===== config.mk =====
export PLATFORM = sky130hd
export DESIGN_NAME = two_to_one_mux_arbiter_module_flat
export DESIGN_NICKNAME = d
export VERILOG_FILES = /design/src/rtl/two_to_one_mux_arbiter_module_if.sv /design/src/rtl/two_to_one_mux_arbiter_module.sv /design/src/flat_wrapper.sv
export SDC_FILE = /design/constraint.sdc
export NUM_CORES = 1
export LEC_CHECK = 0
export CAP_MARGIN = 20
export CORE_UTILIZATION = 30
export CTS_BUF_LIST = sky130_fd_sc_hd__clkbuf_8 sky130_fd_sc_hd__clkbuf_16
export DETAILED_ROUTE_END_ITERATION = 12
export GPL_ROUTABILITY_DRIVEN = 0
export SYNTH_ARGS = -nofsm -noshare
export SYNTH_HDL_FRONTEND = slang
export SYNTH_SLANG_ARGS = --single-unit

===== constraint.sdc =====
create_clock -name clk -period 4 [get_ports clk]
set_input_delay 0.4 -clock clk [delete_from_list [all_inputs] [get_ports clk]]
set_output_delay 0.4 -clock clk [all_outputs]
set_load 0.005 [all_outputs]

===== src/rtl/two_to_one_mux_arbiter_module_if.sv =====
// Shared-path bus between two requesters and the 2:1 mux arbiter.
// MUX_ARB_LOCK_EN adds the holder lock signal.
interface two_to_one_mux_arbiter_module_if #(
    parameter int DATA_WIDTH = 8
);
    logic                  req_a;
    logic                  req_b;
    logic [DATA_WIDTH-1:0] data_a;
    logic [DATA_WIDTH-1:0] data_b;
`ifdef MUX_ARB_LOCK_EN
    logic                  lock;
`endif
    logic                  gnt_a;
    logic                  gnt_b;
    logic                  s;
    logic [DATA_WIDTH-1:0] out;
    logic                  out_valid;

    modport master (
        output req_a, req_b, data_a, data_b,
`ifdef MUX_ARB_LOCK_EN
        output lock,
`endif
        input  gnt_a, gnt_b, s, out, out_valid
    );

    modport slave (
        input  req_a, req_b, data_a, data_b,
`ifdef MUX_ARB_LOCK_EN
        input  lock,
`endif
        output gnt_a, gnt_b, s, out, out_valid
    );
endinterface


===== src/rtl/two_to_one_mux_arbiter_module.sv =====
// Round-robin arbiter with bounded hold driving a gate-level 2:1 mux; grant one edge after request, data one edge after grant.
// No backpressure: requests are level-sensitive. MUX_ARB_LOCK_EN lets the holder suppress hold-time preemption.
module two_to_one_mux_arbiter_module #(
    parameter int DATA_WIDTH = 8,
    parameter int MAX_HOLD   = 4
) (
    input  logic                           clk,
    input  logic                           reset,
    two_to_one_mux_arbiter_module_if.slave bus
);
    typedef enum logic [1:0] {IDLE, GRANT_A, GRANT_B} state_t;

    localparam logic [3:0] HOLD_MAX = 4'(MAX_HOLD - 1);

    state_t                state_q, state_d;
    logic [3:0]            hold_q, hold_d;
    logic                  last_q, last_d;     // 1 = B was granted last
    logic [DATA_WIDTH-1:0] out_q;
    logic                  out_valid_q;
    logic                  lock_a, lock_b;
    logic                  sel;
    logic                  sel_n;
    logic [DATA_WIDTH-1:0] din_a, din_b, mux_y;

`ifdef MUX_ARB_LOCK_EN
    assign lock_a = bus.lock & bus.req_a;
    assign lock_b = bus.lock & bus.req_b;
`else
    assign lock_a = 1'b0;
    assign lock_b = 1'b0;
`endif

    always_comb begin
        state_d = state_q;
        hold_d  = hold_q;
        last_d  = last_q;
        case (state_q)
            IDLE: begin
                if (bus.req_a && bus.req_b) state_d = last_q ? GRANT_A : GRANT_B;
                else if (bus.req_a)         state_d = GRANT_A;
                else if (bus.req_b)         state_d = GRANT_B;
            end
            GRANT_A: begin
                if (!bus.req_a)                                      state_d = bus.req_b ? GRANT_B : IDLE;
                else if (bus.req_b && hold_q == HOLD_MAX && !lock_a) state_d = GRANT_B;
            end
            GRANT_B: begin
                if (!bus.req_b)                                      state_d = bus.req_a ? GRANT_A : IDLE;
                else if (bus.req_a && hold_q == HOLD_MAX && !lock_b) state_d = GRANT_A;
            end
            default: state_d = IDLE;
        endcase

        if (state_d != state_q)      hold_d = 4'd0;
        else if (hold_q != HOLD_MAX) hold_d = hold_q + 4'd1;

        if (state_d == GRANT_A && state_q != GRANT_A) last_d = 1'b0;
        if (state_d == GRANT_B && state_q != GRANT_B) last_d = 1'b1;
    end

    // Datapath select follows the registered state, so it matches s.
    assign sel   = (state_q == GRANT_B);
    assign din_a = bus.data_a;
    assign din_b = bus.data_b;

    not u_sel_n (sel_n, sel);
    for (genvar i = 0; i < DATA_WIDTH; i++) begin : g_mux
        logic term_a, term_b;
        and u_and_a (term_a, din_a[i], sel_n);
        and u_and_b (term_b, din_b[i], sel);
        or  u_or    (mux_y[i], term_a, term_b);
    end

    always_ff @(posedge clk) begin
        if (reset) begin
            state_q     <= IDLE;
            hold_q      <= 4'd0;
            last_q      <= 1'b1;
            out_q       <= '0;
            out_valid_q <= 1'b0;
        end else begin
            state_q <= state_d;
            hold_q  <= hold_d;
            last_q  <= last_d;
            if (state_q != IDLE) begin
                out_q       <= mux_y;
                out_valid_q <= 1'b1;
            end else begin
                out_valid_q <= 1'b0;
            end
        end
    end

    assign bus.gnt_a     = (state_q == GRANT_A);
    assign bus.gnt_b     = (state_q == GRANT_B);
    assign bus.s         = sel;
    assign bus.out       = out_q;
    assign bus.out_valid = out_valid_q;
endmodule


===== src/flat_wrapper.sv =====
// flat-port wrapper written by rule: the top's interface ports become plain ports
module two_to_one_mux_arbiter_module_flat 
#(
    parameter int DATA_WIDTH = 8,
    parameter int MAX_HOLD   = 4
)
  (clk, reset, bus_req_a, bus_req_b, bus_data_a, bus_data_b, bus_gnt_a, bus_gnt_b, bus_s, bus_out, bus_out_valid);
  two_to_one_mux_arbiter_module_if #(.DATA_WIDTH(DATA_WIDTH)) bus_i ();
  input  logic clk;
  input  logic reset;
  input wire logic [$bits(bus_i.req_a)-1:0] bus_req_a;
  input wire logic [$bits(bus_i.req_b)-1:0] bus_req_b;
  input wire logic [$bits(bus_i.data_a)-1:0] bus_data_a;
  input wire logic [$bits(bus_i.data_b)-1:0] bus_data_b;
  output wire logic [$bits(bus_i.gnt_a)-1:0] bus_gnt_a;
  output wire logic [$bits(bus_i.gnt_b)-1:0] bus_gnt_b;
  output wire logic [$bits(bus_i.s)-1:0] bus_s;
  output wire logic [$bits(bus_i.out)-1:0] bus_out;
  output wire logic [$bits(bus_i.out_valid)-1:0] bus_out_valid;
  assign bus_i.req_a = bus_req_a;
  assign bus_i.req_b = bus_req_b;
  assign bus_i.data_a = bus_data_a;
  assign bus_i.data_b = bus_data_b;
  assign bus_gnt_a = bus_i.gnt_a;
  assign bus_gnt_b = bus_i.gnt_b;
  assign bus_s = bus_i.s;
  assign bus_out = bus_i.out;
  assign bus_out_valid = bus_i.out_valid;
  two_to_one_mux_arbiter_module #(.DATA_WIDTH(DATA_WIDTH), .MAX_HOLD(MAX_HOLD)) u_core (.clk(clk), .reset(reset), .bus(bus_i));
endmodule

==> flow_metrics.tcl, run 1 <==
set metrics [dict create \
    clk_pin_slew_ps 70 \
    p_sw_mw 0.0922 \
    setup_tns_ps 0 \
    min_path_cells 2 \
    overflow 0 \
    hp-class "reg2reg" \
    track_usage_pct 14.5 \
    synth_fp_nets 107 \
    wl_per_cell_um 12.8 \
    fin_crit_ps 2230 \
    initial_core_util_pct 32.7 \
    synthTopCellsByArea "dfxtp_1, mux2_2, mux2i_1" \
    yosysWarnings 0 \
    vias 727 \
    crit_type "reg2out" \
    drv_cap 0 \
    crit_fanout 20 \
    fin_ws_ps 1770 \
    root_buffer "clkbuf_8" \
    setup_viol 0 \
    power_frac_clock_pct 35.5 \
    grt_pass1_vias 702 \
    nNetsFinal 138 \
    yosysSeqAreaShare_pct 38.2 \
    antenna_found_initial 0 \
    yosysMostFrequentCell "dfxtp_1" \
    async_flop_share_pct 0 \
    grt_pass1_wl_um 3040 \
    p_total_mw 0.402 \
    max_freq_mhz 448 \
    seqPwrFrac_pct 45.4 \
    crit_arrival_ps 1830 \
    p_int_mw 0.309 \
    vias_per_cell 4.98 \
    swShare_pct 23.0 \
    hp-start "u_core.hold_q[1]$_SDFFE_PP0P_" \
    clock_skew_ps 4.29 \
    tightest_slew_ps 767 \
    io_buffers 31 \
    drt_iter0_drc 7 \
    io_pins 32 \
    powerDensity_nw_per_um2 331 \
    synth_top_area_share_pct 38.2 \
    cts.sinks 16 \
    syn_area_um2 838 \
    placed_cells 142 \
    start_kind "register" \
    filler_cell_count 263 \
    hold_buffers 0 \
    cp.required_ps 3600 \
    dr.pass1.iters 3 \
    slew_headroom_pct 48.8 \
    hpwl_um 1350 \
    cts_buffer_depth 2 \
    peakVddDrop_uv 194 \
    r2r-end "u_core.hold_q[3]$_SDFFE_PP0P_" \
    totalWireLength_um 1870 \
    row_count 18 \
    whs_endpoint "u_core.hold_q[1]$_SDFFE_PP0P_" \
    grt_max_degree 21 \
    fin_cells 146 \
    synthCells 86 \
    core_area_um2 2570 \
    synth_cell_type_count 26 \
    path_cells "nor2b_1 > clkdlybuf4s50_1" \
    synthFlopType "dfxtp_1" \
    synth-edff-count 0 \
    die_w_um 54.9 \
    post_cts_buffers 0 \
    cts-htree-levels 1 \
    critPathSlowestCell "dfxtp_1" \
    p_leak_nw 0.467 \
    place_ws_ps 2020 \
    synth.avg_cell_area_um2 9.75 \
    worstReg2RegStart "u_core.state_q[0]$_SDFF_PP0_" \
    rsz0062_at_grt "false" \
    critPathMaxStageDelay_ps 820 \
    ant_nets 0 \
    ctsResizeCount 0 \
    synth_commonest_cells "dfxtp_1, nor2_1, mux2_2, mux2i_1" \
    die_h_um 54.9 \
    multi_input_area_um2 480 \
    antenna_cells 0 \
    cts_tree "done" \
    clkLatencyLatePin_ps 250 \
    final_max_slew_viol_count 0 \
    cts_buffers 3 \
    drive_gt1_share_pct 14.7 \
    rrSetupSlack_ps 2360 \
    synthToLayoutAreaGrowth_pct 44.9 \
    r2r_cells 3 \
    ys_ff_latch 16 \
    drc 0 \
    comb_power_share_pct 19.1 \
    cp-end-kind "output port" \
    regArea_um2 320 \
    dpl-instance-area_um2 1160 \
    die_area_um2 3010 \
    post-route-period-util_pct 55.8 \
    hold_viol 0 \
    stdcell_area_um2 1210 \
    yosysTopAreaCell "dfxtp_1" \
    outcome "finished, final reports clean" \
]
worst max path at each step:
stage / from / to / slack (ps) / cells past startpoint
after floorplan: u_core.hold_q[0]$_SDFFE_PP0P_ / u_core.last_q$_SDFFE_PP1P_ / 2580 / 4
after global placement: u_core.state_q[0]$_SDFF_PP0_ / bus_gnt_a / 2040 / 2
after detailed placement: u_core.state_q[0]$_SDFF_PP0_ / bus_gnt_a / 2020 / 2
after CTS: u_core.state_q[0]$_SDFF_PP0_ / bus_gnt_a / 1750 / 2
after global routing: u_core.state_q[1]$_SDFF_PP0_ / bus_gnt_b / 1590 / 3
final: u_core.state_q[0]$_SDFF_PP0_ / bus_gnt_a / 1770 / 2
flip-flops by register name, summed over array words and instances (netlist names):
| signal | flops |
|---|---|
| u_core.bus.out | 8 |
| u_core.hold_q | 4 |
| u_core.state_q | 2 |
| u_core.bus.out_valid | 1 |
| u_core.last_q | 1 |
per-stage QoR:
stage	hold slack, ps	util, %
global route	614	47.3
floorplan	473	-
CTS	586	47.3
detailed placement	577	45.2
global placement	558	45.2
finish	578	47.3
logic make-up (layout without fill, tap and decap cells):
logic type      after synthesis  after routing  synth area share [%]
compound gates               14             14                  12.2
xor+xnor                      2              2                  2.09
fa+ha+maj                     1              1                  1.49
buf+inv                       8             38                  4.48
flops                        16             16                  38.2
mux                          19             19                  24.2
simple gates                 26             26                  17.3
critical path: cells and delay by family (launching register included):
kind / cells / cell delay [ps]
DFF: 1 / 820
and+or+nand+nor: 1 / 250
buffers and inverters: 1 / 520
placed cells by master (no fill, tap or decap), types with 2 or more instances in the layout:
cell type and instances:
mux2i_1 9, nand2_1 5, dfxtp_1 16, clkdlybuf4s50_1 31
nand4bb_1 2, xor2_1 2, o21ai_0 2, mux2_2 10
nor2b_1 2, a211oi_1 5, nor2_1 12, a21oi_1 2
inv_1 3, clkbuf_8 4
power by group through the flow:
stage / registers (mW) / clock network [mW] / logic [mW]
2_1_floorplan: 0.179 / 0 / 0.0409
3_3_place_gp: 0.186 / 0 / 0.0764
3_5_place_dp: 0.186 / 0 / 0.0771
4_1_cts: 0.183 / 0.147 / 0.0778
5_1_grt: 0.185 / 0.155 / 0.0843
6_report: 0.182 / 0.142 / 0.0767
area by class of cell:
cell class              instances  area share (%)
flip-flops and latches         16            26.4
clock buffers                   4            4.53
inverters                       3           0.927
repair buffers                 31            25.5
well taps                      30            3.09
multi-input cells              62            39.5
layer usage:
metal	up-vias	track usage (%)	routed length, µm
met5	-	0	0
met2	23	24.5	866
met4	0	5.13	0
met1	337	16.7	863
met3	0	5.00	138
li1	367	-	-
Note: power is estimated with default switching activity, not from simulation.
==> inputs of run 2 (changes only) <==
- clock period: 4 -> 1.9 ns (I/O delays scaled with it)
==> flow_metrics.tcl, run 2 (synthesized netlist as in run 1, its figures left out) <==
set metrics [dict create \
    largest_reg_flops 8 \
    die_h_um 54.9 \
    peakVddDrop_uv 429 \
    clkLatencyLatePin_ps 250 \
    die_area_um2 3010 \
    post_cts_buffers 0 \
    drt_iter0_drc 4 \
    totalWireLength_um 1870 \
    nNetsFinal 142 \
    final_max_slew_viol_count 0 \
    met3_length_um 143 \
    clock_skew_ps 2.28 \
    hold_buffers 0 \
    grt_max_degree 14 \
    hold_viol 0 \
    comb_power_share_pct 21.0 \
    mostFrequentLayoutCell "clkdlybuf4s50_1" \
    stdcell_area_um2 1240 \
    cts_buffers 3 \
    initial_core_util_pct 32.7 \
    crit_buf_inv 2 \
    io_buffers 31 \
    drv_cap 0 \
    core_area_um2 2570 \
    crit_fanout 7 \
    vias 755 \
    overflow 0 \
    outcome "finished, final reports clean" \
    grt_pass1_vias 691 \
    p_leak_nw 0.487 \
    layout_common_cells "clkdlybuf4s50_1, dfxtp_1, nor2_1" \
    critical-path-top-delay-family "buffers and inverters" \
    die_w_um 54.9 \
    hpwl_um 1370 \
    filler_cell_count 257 \
    cts_buffer_depth 2 \
    ant_nets 0 \
    row_count 18 \
    hp-class "in2reg" \
    p_int_mw 0.658 \
    drc 0 \
    path_cells "inv_1 > nor2_1 > clkdlybuf4s50_1" \
    crit_type "reg2out" \
    setup_viol 0 \
    cp-end-kind "output port" \
    crit_arrival_ps 1450 \
    wl_per_cell_um 12.4 \
    p_sw_mw 0.205 \
    max_freq_mhz 608 \
    rsz0062_at_grt "false" \
    dpl-instance-area_um2 1190 \
    critPathSlowestCell "clkdlybuf4s50_1" \
    powerDensity_nw_per_um2 693 \
    power_frac_clock_pct 35.9 \
    fin_crit_ps 1640 \
    track_usage_pct 14.5 \
    met1_length_um 848 \
    root_buffer "clkbuf_8" \
    drive_gt1_share_pct 17.5 \
    io_pins 32 \
    dr.pass1.iters 4 \
    critPathMaxStageDelay_ps 520 \
    antenna_found_initial 0 \
    cp.required_ps 1710 \
    clk_pin_slew_ps 70 \
    cts-htree-levels 1 \
    tightest_slew_ps 411 \
    cts_tree "done" \
    grt_pass1_wl_um 2960 \
    antenna_cells 0 \
    p_total_mw 0.863 \
    setup_tns_ps 0 \
    slew_headroom_pct 72.6 \
    cts.sinks 16 \
    vias_per_cell 5.03 \
    wl_met2_um 846 \
    synthToLayoutAreaGrowth_pct 48.5 \
    seqPwrFrac_pct 43.1 \
    ctsResizeCount 0 \
    post-route-period-util_pct 86.6 \
    top_layer "met4" \
    swShare_pct 23.7 \
    start_kind "register" \
]
-- run 2: cell count changes in the layout (fill, tap and decap cells not counted) --
cell	previous run	this run
buf_4	0	4
-- run 2: metrics by stage --
stage	cells	setup slack (ps)	hold WS [ps]	utilization (%)
3_3_place_gp	146	319	556	46.3
4_1_cts	150	235	542	48.5
2_1_floorplan	86	484	263	-
3_5_place_dp	146	280	562	46.3
6_report	150	255	546	48.5
5_1_grt	150	149	555	48.5
-- run 2: area by class of cell --
cell class | count | area [µm²] | share of cell area (%)
sequential | 16 | 320 | 25.7
inverter | 3 | 11.3 | 0.905
tap | 30 | 37.5 | 3.02
timing repair buffer | 35 | 340 | 27.3
clock buffer | 4 | 55.1 | 4.42
multi-input combinational | 62 | 480 | 38.6
-- run 2: routing by layer --
metal / vias up / global-route usage, %
li1: 380 / -
met1: 340 / 17.2
met2: 31 / 22.3
met3: 4 / 6.39
met4: 0 / 6.41
met5: - / 0
-- run 2: final timing paths --
path                                       from  cells past startpoint                        endpoint  slack (ps)
setup / recovery   u_core.state_q[1]$_SDFF_PP0_                      3                           bus_s         260
hold reg to reg   u_core.hold_q[1]$_SDFFE_PP0P_                      2   u_core.hold_q[1]$_SDFFE_PP0P_         570
setup reg to reg  u_core.hold_q[0]$_SDFFE_PP0P_                      4      u_core.last_q$_SDFFE_PP1P_         350
hold / removal                    bus_data_a[1]                      3  u_core.bus.out[1]$_SDFFE_PP0N_         550
-- run 2: power by group through the flow --
stage,logic [mW],clock network [mW],registers (mW)
6_report,0.181,0.310,0.371
5_1_grt,0.199,0.334,0.375
4_1_cts,0.184,0.322,0.372
3_5_place_dp,0.183,0,0.379
3_3_place_gp,0.181,0,0.379
2_1_floorplan,0.0861,0,0.378
-- run 2: worst reg2reg max path, stage by stage, from the launching register on --
cell	delay [ps]
dfxtp_1	370
ha_1	250
nor3b_4	370
o32ai_1	140
a311o_1	320
